**src/rtl/hls_test_sequencer_if.sv**
```systemverilog
// Method-call channel bundle between the test sequencer and an HLS-generated module.
// Handshake: the master holds req[i] high until it sees busy[i] high (the call is then accepted).
// The slave keeps busy high while executing. The return value is valid in the first cycle busy falls low after acceptance.
interface hls_test_sequencer_if #(
  parameter int NUM_TESTS = 4,
  parameter int RET_WIDTH = 32
);
  logic [NUM_TESTS-1:0]           test_req;
  logic [NUM_TESTS-1:0]           test_busy;
  logic [NUM_TESTS*RET_WIDTH-1:0] test_return;

  modport master (output test_req, input test_busy, input test_return);
  modport slave  (input test_req, output test_busy, output test_return);
endinterface

```
**src/rtl/hls_test_sequencer.sv**
```systemverilog
// Self-check sequencer: resets an HLS module, calls each enabled method once, and checks returns.
// The sequencer flags a channel on a wrong return or on a timeout, and reports pass/fail masks.
module hls_test_sequencer #(
  parameter int NUM_TESTS      = 4,
  parameter int RET_WIDTH      = 32,
  parameter int RESET_CYCLES   = 6,
  parameter int START_DELAY    = 92,
  parameter int TIMEOUT_CYCLES = 10000,
  parameter logic [NUM_TESTS*RET_WIDTH-1:0] EXPECTED = '0
) (
  input  logic                    clk,
  input  logic                    reset,
  input  logic                    start,
  input  logic [NUM_TESTS-1:0]    test_enable,
  output logic                    dut_reset,
  hls_test_sequencer_if.master    dut_if,
  output logic                    done,
  output logic                    pass,
  output logic [NUM_TESTS-1:0]    fail_mask,
  output logic [NUM_TESTS-1:0]    timeout_mask,
  output logic [2:0]              dbg_state
);

  localparam int IW = $clog2(NUM_TESTS + 1);

  typedef enum logic [2:0] {
    S_IDLE    = 3'd0,
    S_DUT_RST = 3'd1,
    S_SETTLE  = 3'd2,
    S_SELECT  = 3'd3,
    S_REQ     = 3'd4,
    S_RUN     = 3'd5,
    S_DONE    = 3'd6
  } state_t;

  state_t                 state, state_n;
  logic [IW-1:0]          idx;
  logic [31:0]            cnt;
  logic [NUM_TESTS-1:0]   en_q;
  logic [NUM_TESTS-1:0]   sel_oh;
  logic [RET_WIDTH-1:0]   ret_sel, exp_sel;
  logic                   busy_sel, en_sel, last_idx, tmo, ret_ok;

  // One-hot channel decode avoids indexing past NUM_TESTS when idx has run off the end.
  always_comb begin
    sel_oh  = '0;
    ret_sel = '0;
    exp_sel = '0;
    for (int i = 0; i < NUM_TESTS; i++) begin
      sel_oh[i] = (idx == IW'(i));
      if (idx == IW'(i)) begin
        ret_sel = dut_if.test_return[i*RET_WIDTH +: RET_WIDTH];
        exp_sel = EXPECTED[i*RET_WIDTH +: RET_WIDTH];
      end
    end
  end

  assign busy_sel = |(dut_if.test_busy & sel_oh);
  assign en_sel   = |(en_q & sel_oh);
  assign last_idx = (idx == IW'(NUM_TESTS));
  assign tmo      = (cnt == 32'(TIMEOUT_CYCLES - 1));
  assign ret_ok   = (ret_sel == exp_sel);

  always_comb begin
    state_n = state;
    case (state)
      S_IDLE, S_DONE: if (start) state_n = S_DUT_RST;
      S_DUT_RST:      if (cnt == 32'(RESET_CYCLES - 1)) state_n = S_SETTLE;
      // The settle window includes the index-clear cycle, so it is START_DELAY+1 cycles long.
      S_SETTLE:       if (cnt == 32'(START_DELAY)) state_n = S_SELECT;
      S_SELECT: begin
        if (last_idx)    state_n = S_DONE;
        else if (en_sel) state_n = S_REQ;
      end
      S_REQ: begin
        if (tmo)           state_n = S_SELECT;
        else if (busy_sel) state_n = S_RUN;
      end
      S_RUN: begin
        if (tmo || !busy_sel) state_n = S_SELECT;
      end
      default:        state_n = S_IDLE;
    endcase
  end

  always_ff @(posedge clk) begin
    if (reset) begin
      state        <= S_IDLE;
      idx          <= '0;
      cnt          <= '0;
      en_q         <= '0;
      pass         <= 1'b0;
      fail_mask    <= '0;
      timeout_mask <= '0;
    end else begin
      state <= state_n;
      case (state)
        S_IDLE, S_DONE: begin
          if (start) begin
            en_q         <= test_enable;
            fail_mask    <= '0;
            timeout_mask <= '0;
            pass         <= 1'b0;
            cnt          <= '0;
          end
        end
        S_DUT_RST: cnt <= (state_n == S_DUT_RST) ? cnt + 32'd1 : '0;
        S_SETTLE: begin
          idx <= '0;
          cnt <= (state_n == S_SETTLE) ? cnt + 32'd1 : '0;
        end
        S_SELECT: begin
          if (last_idx)     pass <= (fail_mask == '0);
          else if (!en_sel) idx  <= idx + 1'b1;
          else              cnt  <= '0;
        end
        S_REQ, S_RUN: begin
          cnt <= cnt + 32'd1;
          // Timeout wins over a completion seen in the same cycle.
          if (tmo) begin
            fail_mask    <= fail_mask | sel_oh;
            timeout_mask <= timeout_mask | sel_oh;
            idx          <= idx + 1'b1;
          end else if (state == S_RUN && !busy_sel) begin
            if (!ret_ok) fail_mask <= fail_mask | sel_oh;
            idx <= idx + 1'b1;
          end
        end
        default: ;
      endcase
    end
  end

  assign dut_reset       = (state == S_DUT_RST);
  assign dut_if.test_req = (state == S_REQ) ? sel_oh : '0;
  assign done            = (state == S_DONE);
  assign dbg_state       = state;

endmodule
```
**src/flat_wrapper.sv**
```systemverilog
// flat-port wrapper written by rule: the top's interface ports become plain ports
module hls_test_sequencer_flat 
#(
  parameter int NUM_TESTS      = 4,
  parameter int RET_WIDTH      = 32,
  parameter int RESET_CYCLES   = 6,
  parameter int START_DELAY    = 92,
  parameter int TIMEOUT_CYCLES = 10000,
  parameter logic [NUM_TESTS*RET_WIDTH-1:0] EXPECTED = '0
)
  (clk, reset, start, test_enable, dut_reset, done, pass, fail_mask, timeout_mask, dbg_state, dut_if_test_req, dut_if_test_busy, dut_if_test_return);
  hls_test_sequencer_if #(.NUM_TESTS(NUM_TESTS), .RET_WIDTH(RET_WIDTH)) dut_if_i ();
  input  logic clk;
  input  logic reset;
  input  logic start;
  input  logic [NUM_TESTS-1:0] test_enable;
  output logic dut_reset;
  output logic done;
  output logic pass;
  output logic [NUM_TESTS-1:0] fail_mask;
  output logic [NUM_TESTS-1:0] timeout_mask;
  output logic [2:0] dbg_state;
  output wire logic [$bits(dut_if_i.test_req)-1:0] dut_if_test_req;
  input wire logic [$bits(dut_if_i.test_busy)-1:0] dut_if_test_busy;
  input wire logic [$bits(dut_if_i.test_return)-1:0] dut_if_test_return;
  assign dut_if_test_req = dut_if_i.test_req;
  assign dut_if_i.test_busy = dut_if_test_busy;
  assign dut_if_i.test_return = dut_if_test_return;
  hls_test_sequencer #(.NUM_TESTS(NUM_TESTS), .RET_WIDTH(RET_WIDTH), .RESET_CYCLES(RESET_CYCLES), .START_DELAY(START_DELAY), .TIMEOUT_CYCLES(TIMEOUT_CYCLES), .EXPECTED(EXPECTED)) u_core (.clk(clk), .reset(reset), .start(start), .test_enable(test_enable), .dut_reset(dut_reset), .dut_if(dut_if_i), .done(done), .pass(pass), .fail_mask(fail_mask), .timeout_mask(timeout_mask), .dbg_state(dbg_state));
endmodule
```
**config.mk**
```make
export PLATFORM = sky130hd
export DESIGN_NAME = hls_test_sequencer_flat
export DESIGN_NICKNAME = d
export VERILOG_FILES = /design/src/rtl/hls_test_sequencer_if.sv /design/src/rtl/hls_test_sequencer.sv /design/src/flat_wrapper.sv
export SDC_FILE = /design/constraint.sdc
export NUM_CORES = 1
export LEC_CHECK = 0
export ABC_AREA = 0
export BUFFER_PORTS_ARGS = -buffer_cell sky130_fd_sc_hd__buf_2
export CAP_MARGIN = 20
export CORE_ASPECT_RATIO = 1.25
export CORE_MARGIN = 3
export CORE_UTILIZATION = 51
export DETAILED_ROUTE_END_ITERATION = 6
export GPL_ROUTABILITY_DRIVEN = 1
export PLACE_DENSITY_LB_ADDON = 0.25
export SLEW_MARGIN = 40
export SYNTH_ARGS = -nofsm -noshare
export SYNTH_HDL_FRONTEND = slang
export SYNTH_SLANG_ARGS = --single-unit
```
**constraint.sdc**
```tcl
create_clock -name clk -period 5.02 [get_ports clk]
set_input_delay 0.502 -clock clk [delete_from_list [all_inputs] [get_ports clk]]
set_output_delay 0.502 -clock clk [all_outputs]
set_load 0.05 [all_outputs]
```
==> metrics.yaml, run 1 <==
floorplan:
  dieWidth_um: 79.07
  coreArea_um2: 6326
  die_y_um: 97.33
  die-area_um2: 7695
  num_rows: 32
  start_util_pct: 53.80
  ios: 157
synthesis:
  yosys_warnings: 0
  yosys.cell_types.count: 59
  postSynthAreaPerCell_um2: 7.717
  yosys.area.top_type: "dfxtp_1"
  netlist_instances: 441
  synth-main-ff-cell: "dfxtp_1"
  synthTopCellsByArea: "dfxtp_1, nand2_1, nand3_1, nor4_1, a21oi_1"
  synthArstFlopShare_pct: 0
  syn-num-nets: 588
  ys_ff_latch: 51
  yosysMostFrequentCell: "nand2_1"
  syn_area_um2: 3403
  yosysSeqAreaShare_pct: 30.00
  synth_common_cells: "nand2_1, dfxtp_1, nand3_1"
  synth.top_cell.area_share_pct: 30.00
  synth_edf_count: 0
timing:
  setup_viol: 0
  rsz0062_at_grt: "false"
  worst_pin_slew_ps: 728.4
  max_freq_mhz: 363.8
  setup_tns_ps: 0
  setup_slack_ps: 2271
  fin_skew_ps: 7.909
  min_period_ps: 2749
  finalCritPeriodShare_pct: 54.76
  relSlewSlack_pct: 51.26
  slew_viol_final: 0
  final-hold-violation-count: 0
placement:
  gp_congestion: 0.8915
  io_buffers: 156
  dp_hpwl_um: 8206
  pre_cts_ws_ps: 2009
  placed_area_um2: 4185
grt:
  grt_pass1_wl_um: 17170
  grt.overflow.total: 0
  grt_max_degree: 32
  grt_usage_pct: 26.81
  grt_pass1_vias: 3744
  antenna_found_initial: 0
clock_tree:
  h-tree-depth: 2
  cts_setup_buffers: 0
  cts_sinks: 51
  clk-insertion-delay-late_ps: 310
  ctsRootBufferMaster: "clkbuf_8"
  cts_buffers: 5
  clock_path_buffers: 2
  cts_resized: 0
  tritoncts: "yes"
  clkTransAtPathRegs_ps: 100
  holdBufCountCts: 0
hold_path:
  hold_path_depth: 3
  worstHoldStart: "test_enable[2]"
  hold_class: "primary input to flop"
  hold_end: "u_core.en_q[2]$_SDFFE_PP0P_"
route:
  drc_errors: 0
  drt_iter0_drc: 234
  drtPass1Iterations: 5
  routed_wl_um: 10580
  vias: 3995
  drtAntennaViolNets: 0
  wl_per_cell_um: 15.77
  via_per_inst: 5.954
setup_path:
  path_buf_inv: 2
  reg2reg_depth: 9
  critPathKind: "flop to flop"
  crit_path_start_kind: "flop"
  cp.required_ps: 5260
  r2r_start: "u_core.idx[0]$_SDFFE_PP0P_"
  r2r_end: "u_core.cnt[8]$_SDFFE_PP0P_"
  cp.arrival_ps: 2990
  cp_max_fo: 25
  path_cells: "inv_1, ha_1, a222oi_1, o22ai_1, o21ai_1, and2_2, inv_1, o21a_1, o22ai_1"
  ff2ff_setup_slack_ps: 2270
  max_stage_delay_ps: 520
  critPathTopFamily: "compound AO/OA/AOI/OAI gates"
  cp_slowest_cell: "and2_2"
  endpoint_kind: "flop"
run_status:
  outcome: "finished, final reports clean"
layout:
  design_area_um2: 4275
  fill_cells: 555
  final_net_count: 732
  layout-drive-gt1-share_pct: 32.42
  area_growth_pct: 25.62
  multi_input_area_um2: 2200
  final_util_pct: 67.58
  regArea_um2: 1021
  insertedDiodeCount: 0
power:
  p_clk_share_pct: 30.0
  internal_power_w: 0.0005741
  peakVddDrop_mv: 0.1823
  fin_total_pwr_w: 0.0007973
  swShare_pct: 28.00
  p_comb_share_pct: 17.5
  p_leak_nw: 1.761
  p_switching_w: 0.0002232
  share_seq_of_total_power_pct: 52.5
  power_density_nw_per_um2: 186.5
run:
  maxCapViolations: 0
sequential cells by signal, indices dropped and copies added (netlist names):
| register | cells |
|---|---|
| u_core.cnt | 32 |
| u_core.en_q | 4 |
| u_core.fail_mask | 4 |
| u_core.timeout_mask | 4 |
| u_core.dbg_state | 3 |
| u_core.idx | 3 |
| u_core.pass | 1 |
worst reg2reg max path, stage by stage (launching register included):
cell      delay (ps)
dfxtp_1          420
inv_1             90
ha_1             340
a222oi_1         400
o22ai_1          140
o21ai_1          260
and2_2           520
inv_1            210
o21a_1           150
o22ai_1          130
how the worst max path moves through the flow:
stage / from / endpoint / slack [ps] / cells past startpoint
global placement: u_core.idx[0]$_SDFFE_PP0P_ / u_core.cnt[17]$_SDFFE_PP0P_ / 2160 / 9
global route: u_core.idx[0]$_SDFFE_PP0P_ / u_core.fail_mask[1]$_SDFFE_PP0P_ / 2060 / 9
finish: u_core.idx[0]$_SDFFE_PP0P_ / u_core.cnt[8]$_SDFFE_PP0P_ / 2270 / 9
floorplan: u_core.dbg_state[1]$_SDFF_PP0_ / done / 2120 / 3
detailed placement: u_core.idx[0]$_SDFFE_PP0P_ / u_core.cnt[8]$_SDFFE_PP0P_ / 2010 / 9
CTS: u_core.idx[0]$_SDFFE_PP0P_ / u_core.cnt[8]$_SDFFE_PP0P_ / 1980 / 9
power by group through the flow:
| stage | clock (W) | combinational, W | sequential (W) |
|---|---|---|---|
| after floorplan | 0 | 0.0000694 | 0.000430 |
| after global placement | 0 | 0.000135 | 0.000427 |
| after detailed placement | 0 | 0.000138 | 0.000428 |
| after CTS | 0.000246 | 0.000139 | 0.000418 |
| after global routing | 0.000262 | 0.000153 | 0.000420 |
| final | 0.000239 | 0.000139 | 0.000418 |
placed cells by master, fill, tap and decap left out, types with 7 or more instances in the layout:
master    synthesis  routed
a21oi_1          26      26
o41ai_1           7       7
mux2i_1           7       7
inv_1            19      19
nand2_1          56      56
nand3_1          39      39
or3_1            11      11
buf_2             6     156
a31oi_1           7       7
ha_1              8       8
nor2_1           24      24
dfxtp_1          51      51
o21ai_1           7       7
nor4_1           30      30
and3_1            9       9
o21ai_0          20      20
o311ai_1          8       8
per-layer routing:
| layer | vias up | track usage [%] | share of wire [%] |
|---|---|---|---|
| li1 | 1946 | - | - |
| met2 | 168 | 47.92 | 50 |
| met3 | 18 | 5.009 | 8.7 |
| met5 | - | 0 | 0 |
| met1 | 1863 | 31.90 | 40 |
| met4 | 0 | 8.201 | 1.7 |
cell type report:
type                            instances  area share, %
Sequential cell                        51          23.88
Tap cell                               85          2.488
Clock buffer                            5          1.610
Timing Repair Buffer                  157          18.44
Multi-Input combinational cell        351          51.45
Clock inverter                          3         0.4682
Inverter                               19          1.668
cell families after synthesis:
family	Yosys count	synth area share (%)
AO/OA/AOI/OAI	110	22.32
XOR/XNOR	1	0.2574
buffers and inverters	39	5.405
adder cells (fa/ha/maj)	8	2.941
AND/OR/NAND/NOR	225	37.02
multiplexers	7	2.059
flip-flops	51	30.00
through the flow:
step                hold slack [ps]  cells
floorplan                     457.8    441
global placement              448.3    663
detailed placement            456.0    663
CTS                           438.2    671
global route                  444.1    671
finish                        449.9    671
Power figures use the tool's default switching activity.
==> run 2: changes to the inputs <==
--- a/config.mk
+++ b/config.mk
@@ -10,7 +10,7 @@
 export CAP_MARGIN = 20
 export CORE_ASPECT_RATIO = 1.25
 export CORE_MARGIN = 3
-export CORE_UTILIZATION = 51
+export CORE_UTILIZATION = 43
 export DETAILED_ROUTE_END_ITERATION = 6
 export GPL_ROUTABILITY_DRIVEN = 1
 export PLACE_DENSITY_LB_ADDON = 0.25
==> constraint.sdc (replaced) <==
create_clock -name clk -period 2.3 [get_ports clk]
set_input_delay 0.23 -clock clk [delete_from_list [all_inputs] [get_ports clk]]
set_output_delay 0.23 -clock clk [all_outputs]
set_load 0.05 [all_outputs]
==> metrics.yaml, run 2 (same netlist as run 1, synthesis figures left out) <==
placement:
  dp_hpwl_um: 9109
  gp_congestion: 0.9630
  io_buffers: 156
  dp_cells: 699
  placed_area_um2: 4434
timing:
  final-hold-violation-count: 0
  min_period_ps: 2223
  setup_viol: 0
  fin_skew_ps: 4.611
  relSlewSlack_pct: 67.30
  rsz0062_at_grt: "true"
  worst_pin_slew_ps: 484.2
  slew_viol_final: 0
  finalCritPeriodShare_pct: 96.67
  holdWs_ps: 154.9
  max_freq_mhz: 449.8
power:
  power_density_nw_per_um2: 408.7
  p_leak_nw: 1.945
  peakVddDrop_mv: 0.3908
clock_tree:
  cts_sinks: 51
  h-tree-depth: 2
  cts_buffers: 5
  tritoncts: "yes"
  ctsRootBufferMaster: "clkbuf_8"
  clkTransAtPathRegs_ps: 100
  holdBufCountCts: 0
  clk-insertion-delay-late_ps: 310
  clock_path_buffers: 2
floorplan:
  coreArea_um2: 7532
  dieWidth_um: 85.57
  start_util_pct: 45.18
  die_y_um: 105.5
  num_rows: 35
  die-area_um2: 9025
  ios: 157
layout:
  top_register: "u_core.cnt"
  design_area_um2: 4612
  fin_cells: 708
  final_util_pct: 61.23
  largest_reg_flops: 32
  mostFrequentLayoutCell: "buf_2"
  layout-drive-gt1-share_pct: 38.47
  layout_common_cells: "buf_2, nand2_1, dfxtp_1"
  final_net_count: 762
  area_growth_pct: 35.51
  insertedDiodeCount: 0
route:
  routed_wl_um: 11440
  vias: 4047
  via_per_inst: 5.716
  drt_iter0_drc: 180
  drtPass1Iterations: 5
  drc_errors: 0
  wl_per_cell_um: 16.16
  drtAntennaViolNets: 0
setup_path:
  critPathKind: "flop to flop"
  crit_path_start_kind: "flop"
  r2r_start: "u_core.cnt[27]$_SDFFE_PP0P_"
  ff2ff_setup_slack_ps: 80
  cp_max_fo: 4
  r2r_end: "u_core.cnt[7]$_SDFFE_PP0P_"
  reg2reg_depth: 8
  endpoint_kind: "flop"
  cp.arrival_ps: 2420
  cp.required_ps: 2490
grt:
  grt_pass1_wl_um: 17330
  busiest_layer: "met2"
  grt.overflow.total: 0
  grt_max_degree: 32
  grt_use_met1_pct: 27.71
  grt_util_met2_pct: 40.67
  antenna_found_initial: 0
  grt_pass1_vias: 3704
  grtUsageMet3_pct: 5.708
  grt_usage_pct: 23.49
hold_path:
  hold_path_depth: 3
  worstHoldStart: "test_enable[2]"
  hold_class: "primary input to flop"
  hold_end: "u_core.en_q[2]$_SDFFE_PP0P_"
run_status:
  outcome: "finished, final reports clean"
run:
  maxCapViolations: 0
[run 2: cell count changes in the layout (fill, tap and decap cells not counted), moves of 3 or more]
| cell | before | now |
|---|---|---|
| nor2b_1 | 6 | 3 |
| nor2b_2 | 0 | 3 |
| buf_4 | 1 | 30 |
| nor4_1 | 30 | 27 |
| dfxtp_1 | 51 | 47 |
| dfxtp_2 | 0 | 4 |
[run 2: worst max path at each step]
stage,startpoint,endpoint,slack (ps)
5_1_grt,u_core.cnt[23]$_SDFFE_PP0P_,u_core.cnt[7]$_SDFFE_PP0P_,-70
2_1_floorplan,u_core.dbg_state[2]$_SDFF_PP0_,dut_if_test_req[0],-160
3_3_place_gp,u_core.idx[0]$_SDFFE_PP0P_,u_core.fail_mask[0]$_SDFFE_PP0P_,130
4_1_cts,u_core.dbg_state[2]$_SDFF_PP0_,dut_if_test_req[0],2
3_5_place_dp,u_core.cnt[29]$_SDFFE_PP0P_,u_core.cnt[30]$_SDFFE_PP0P_,70
6_report,u_core.cnt[27]$_SDFFE_PP0P_,u_core.cnt[7]$_SDFFE_PP0P_,80
[run 2: worst max-delay path: stages, from the launching register on]
cell and delay [ps]:
dfxtp_1 330, nor4_2 350, nand4_2 230, or3_4 460, a2bb2oi_4 170, buf_4 160
a211oi_1 80, o21ai_0 200, o21ai_0 120
[run 2: per-stage QoR]
| step | TNS (ps) | power [W] | setup WS [ps] |
|---|---|---|---|
| finish | 0 | 0.001885 | 76.59 |
| global placement | 0 | 0.001253 | 125.5 |
| floorplan | -467.5 | 0.001090 | -160.5 |
| detailed placement | 0 | 0.001258 | 66.65 |
| global route | -97.61 | 0.001958 | -70.87 |
| CTS | 0 | 0.001895 | 1.873 |
[run 2: layer usage]
| metal | routed length, µm | part of all wire [%] |
|---|---|---|
| met1 | 4408 | 39 |
| met4 | 234 | 2.0 |
| met3 | 1031 | 9.0 |
| met5 | 0 | 0 |
| met2 | 5767 | 50 |
[run 2: timing repair]
item                                    CTS  global route
endpoints found under the setup margin    0            43
setup buffers                             0             1
resized for setup                         0            16
[run 2: power by group]
group	total (W)	internal (W)	switching, W
clock	0.000641	0.000324	0.000316
combinational	0.000333	0.000166	0.000168
sequential	0.000911	0.000895	0.0000160
[run 2: layout make-up]
type	count	area, µm²
tap	92	115.1
clock inverter	3	43.79
fill	680	2920
sequential	51	1026
multi-input combinational	351	2261
inverter	19	71.32
timing repair buffer	187	1026
clock buffer	5	68.82
==> run 3: changes to the inputs <==
--- a/config.mk
+++ b/config.mk
@@ -10,7 +10,7 @@
 export CAP_MARGIN = 20
 export CORE_ASPECT_RATIO = 1.25
 export CORE_MARGIN = 3
-export CORE_UTILIZATION = 43
+export CORE_UTILIZATION = 51
 export DETAILED_ROUTE_END_ITERATION = 6
 export GPL_ROUTABILITY_DRIVEN = 1
 export PLACE_DENSITY_LB_ADDON = 0.25
==> constraint.sdc (replaced) <==
create_clock -name clk -period 2.6 [get_ports clk]
set_input_delay 0.26 -clock clk [delete_from_list [all_inputs] [get_ports clk]]
set_output_delay 0.26 -clock clk [all_outputs]
set_load 0.05 [all_outputs]
==> metrics.yaml, run 3 (same netlist as run 1, synthesis figures left out) <==
route:
  wl_per_cell_um: 15.91
  via_per_inst: 5.796
  routed_wl_um: 10910
  drtAntennaViolNets: 0
  drc_errors: 0
  drt_iter0_drc: 251
  vias: 3976
  drtPass1Iterations: 4
placement:
  gp_congestion: 0.8958
  io_buffers: 156
  dp_hpwl_um: 8630
  pre_cts_ws_ps: 101.3
power:
  p_leak_nw: 1.850
  p_comb_share_pct: 17.9
  peakVddDrop_mv: 0.2341
  p_clk_share_pct: 31.4
  fin_total_pwr_w: 0.001589
  swShare_pct: 27.68
  internal_power_w: 0.001149
  share_seq_of_total_power_pct: 50.7
  power_density_nw_per_um2: 358.9
  p_switching_w: 0.0004397
grt:
  grt_usage_pct: 27.31
  antenna_found_initial: 1
  grt_pass1_vias: 3779
  grt_max_degree: 32
  grt_pass1_wl_um: 17450
  grt.overflow.total: 0
setup_path:
  r2r_start: "u_core.idx[0]$_SDFFE_PP0P_"
  endpoint_kind: "flop"
  cp.required_ps: 2820
  critPathKind: "flop to flop"
  crit_path_start: "u_core.idx[0]$_SDFFE_PP0P_"
  crit_path_start_kind: "flop"
  cp.arrival_ps: 2600
  cp_max_fo: 7
floorplan:
  die-area_um2: 7695
  ios: 157
  dieWidth_um: 79.07
  start_util_pct: 53.80
  num_rows: 32
  coreArea_um2: 6326
  die_y_um: 97.33
clock_tree:
  holdBufCountCts: 0
  clkTransAtPathRegs_ps: 100
  clock_path_buffers: 2
  ctsRootBufferMaster: "clkbuf_8"
  clk-insertion-delay-late_ps: 310
  tritoncts: "yes"
  h-tree-depth: 2
  cts_sinks: 51
  cts_buffers: 5
timing:
  relSlewSlack_pct: 66.48
  fin_skew_ps: 8.626
  setup_viol: 0
  holdWs_ps: 184.5
  setup_slack_ps: 216.5
  max_freq_mhz: 419.5
  final-hold-violation-count: 0
  finalCritPeriodShare_pct: 91.67
  min_period_ps: 2384
  slew_viol_final: 0
  worst_pin_slew_ps: 502.1
hold_path:
  worstHoldStart: "test_enable[0]"
  hold_class: "primary input to flop"
layout:
  final_util_pct: 69.96
  layout-drive-gt1-share_pct: 34.44
  mostFrequentLayoutCell: "buf_2"
  final_net_count: 747
  top_register: "u_core.cnt"
  area_growth_pct: 30.04
  insertedDiodeCount: 0
  layout_common_cells: "buf_2, nand2_1, dfxtp_1"
  largest_reg_flops: 32
run_status:
  outcome: "finished, final reports clean"
run:
  maxCapViolations: 0
## run 3: cell count changes in the layout (fill, tap and decap cells not counted), sizes merged
cell / before / now
buf: 187 / 172
bufinv: 1 / 0
clkbuf: 5 / 6
clkinv: 2 / 1
clkinvlp: 0 / 1
## run 3: worst paths after layout
kind / depth (start not counted) / slack (ps) / to
worst max register to register: 9 / 220 / u_core.idx[0]$_SDFFE_PP0P_
worst min-delay path: 3 / 180 / u_core.en_q[0]$_SDFFE_PP0P_
worst min register to register: 2 / 470 / u_core.pass$_SDFFE_PP0P_
worst max-delay path: 9 / 220 / u_core.idx[0]$_SDFFE_PP0P_
## run 3: layout make-up
class | count | area, µm²
Clock buffer | 6 | 82.58
Clock inverter | 2 | 16.27
Fill cell | 565 | 1901
Inverter | 19 | 71.32
Multi-Input combinational cell | 351 | 2215
Sequential cell | 51 | 1021
Tap cell | 85 | 106.4
Timing Repair Buffer | 172 | 913.4
## run 3: critical path, cell delays in order, from the launching register on
cell,delay [ps]
dfxtp_1,430
inv_1,100
ha_1,300
a222oi_1,430
a2bb2oi_2,200
and2_1,190
nor3_1,70
a21oi_2,220
a21oi_1,110
a311oi_1,240
## run 3: per-layer routing
metal | part of all wire (%) | wire, µm | global-route usage, %
met1 | 40 | 4342 | 31.82
met2 | 52 | 5650 | 49.81
met3 | 7.1 | 775 | 5.844
met4 | 1.1 | 124 | 6.746
met5 | 0.16 | 18 | 0
## run 3: power by group through the flow
| stage | logic [W] | registers [W] | clock network, W |
|---|---|---|---|
| CTS | 0.000284 | 0.000806 | 0.000506 |
| global placement | 0.000277 | 0.000823 | 0 |
| floorplan | 0.000134 | 0.000830 | 0 |
| detailed placement | 0.000283 | 0.000824 | 0 |
| global route | 0.000313 | 0.000808 | 0.000531 |
| finish | 0.000285 | 0.000806 | 0.000498 |
## run 3: timing repair
| action | in CTS | in global routing |
|---|---|---|
| buffers inserted | 0 | 1 |
| gates resized for setup | 0 | 2 |
| endpoints found under the setup margin | 0 | 5 |
## run 3: stage by stage
step           std cells  TNS [ps]  instance area (µm²)
6_report             686         0                 4425
5_1_grt              686   -0.2320                 4425
4_1_cts              685         0                 4407
3_5_place_dp         677         0                 4308
3_3_place_gp         677         0                 4308
2_1_floorplan        441         0                 3408
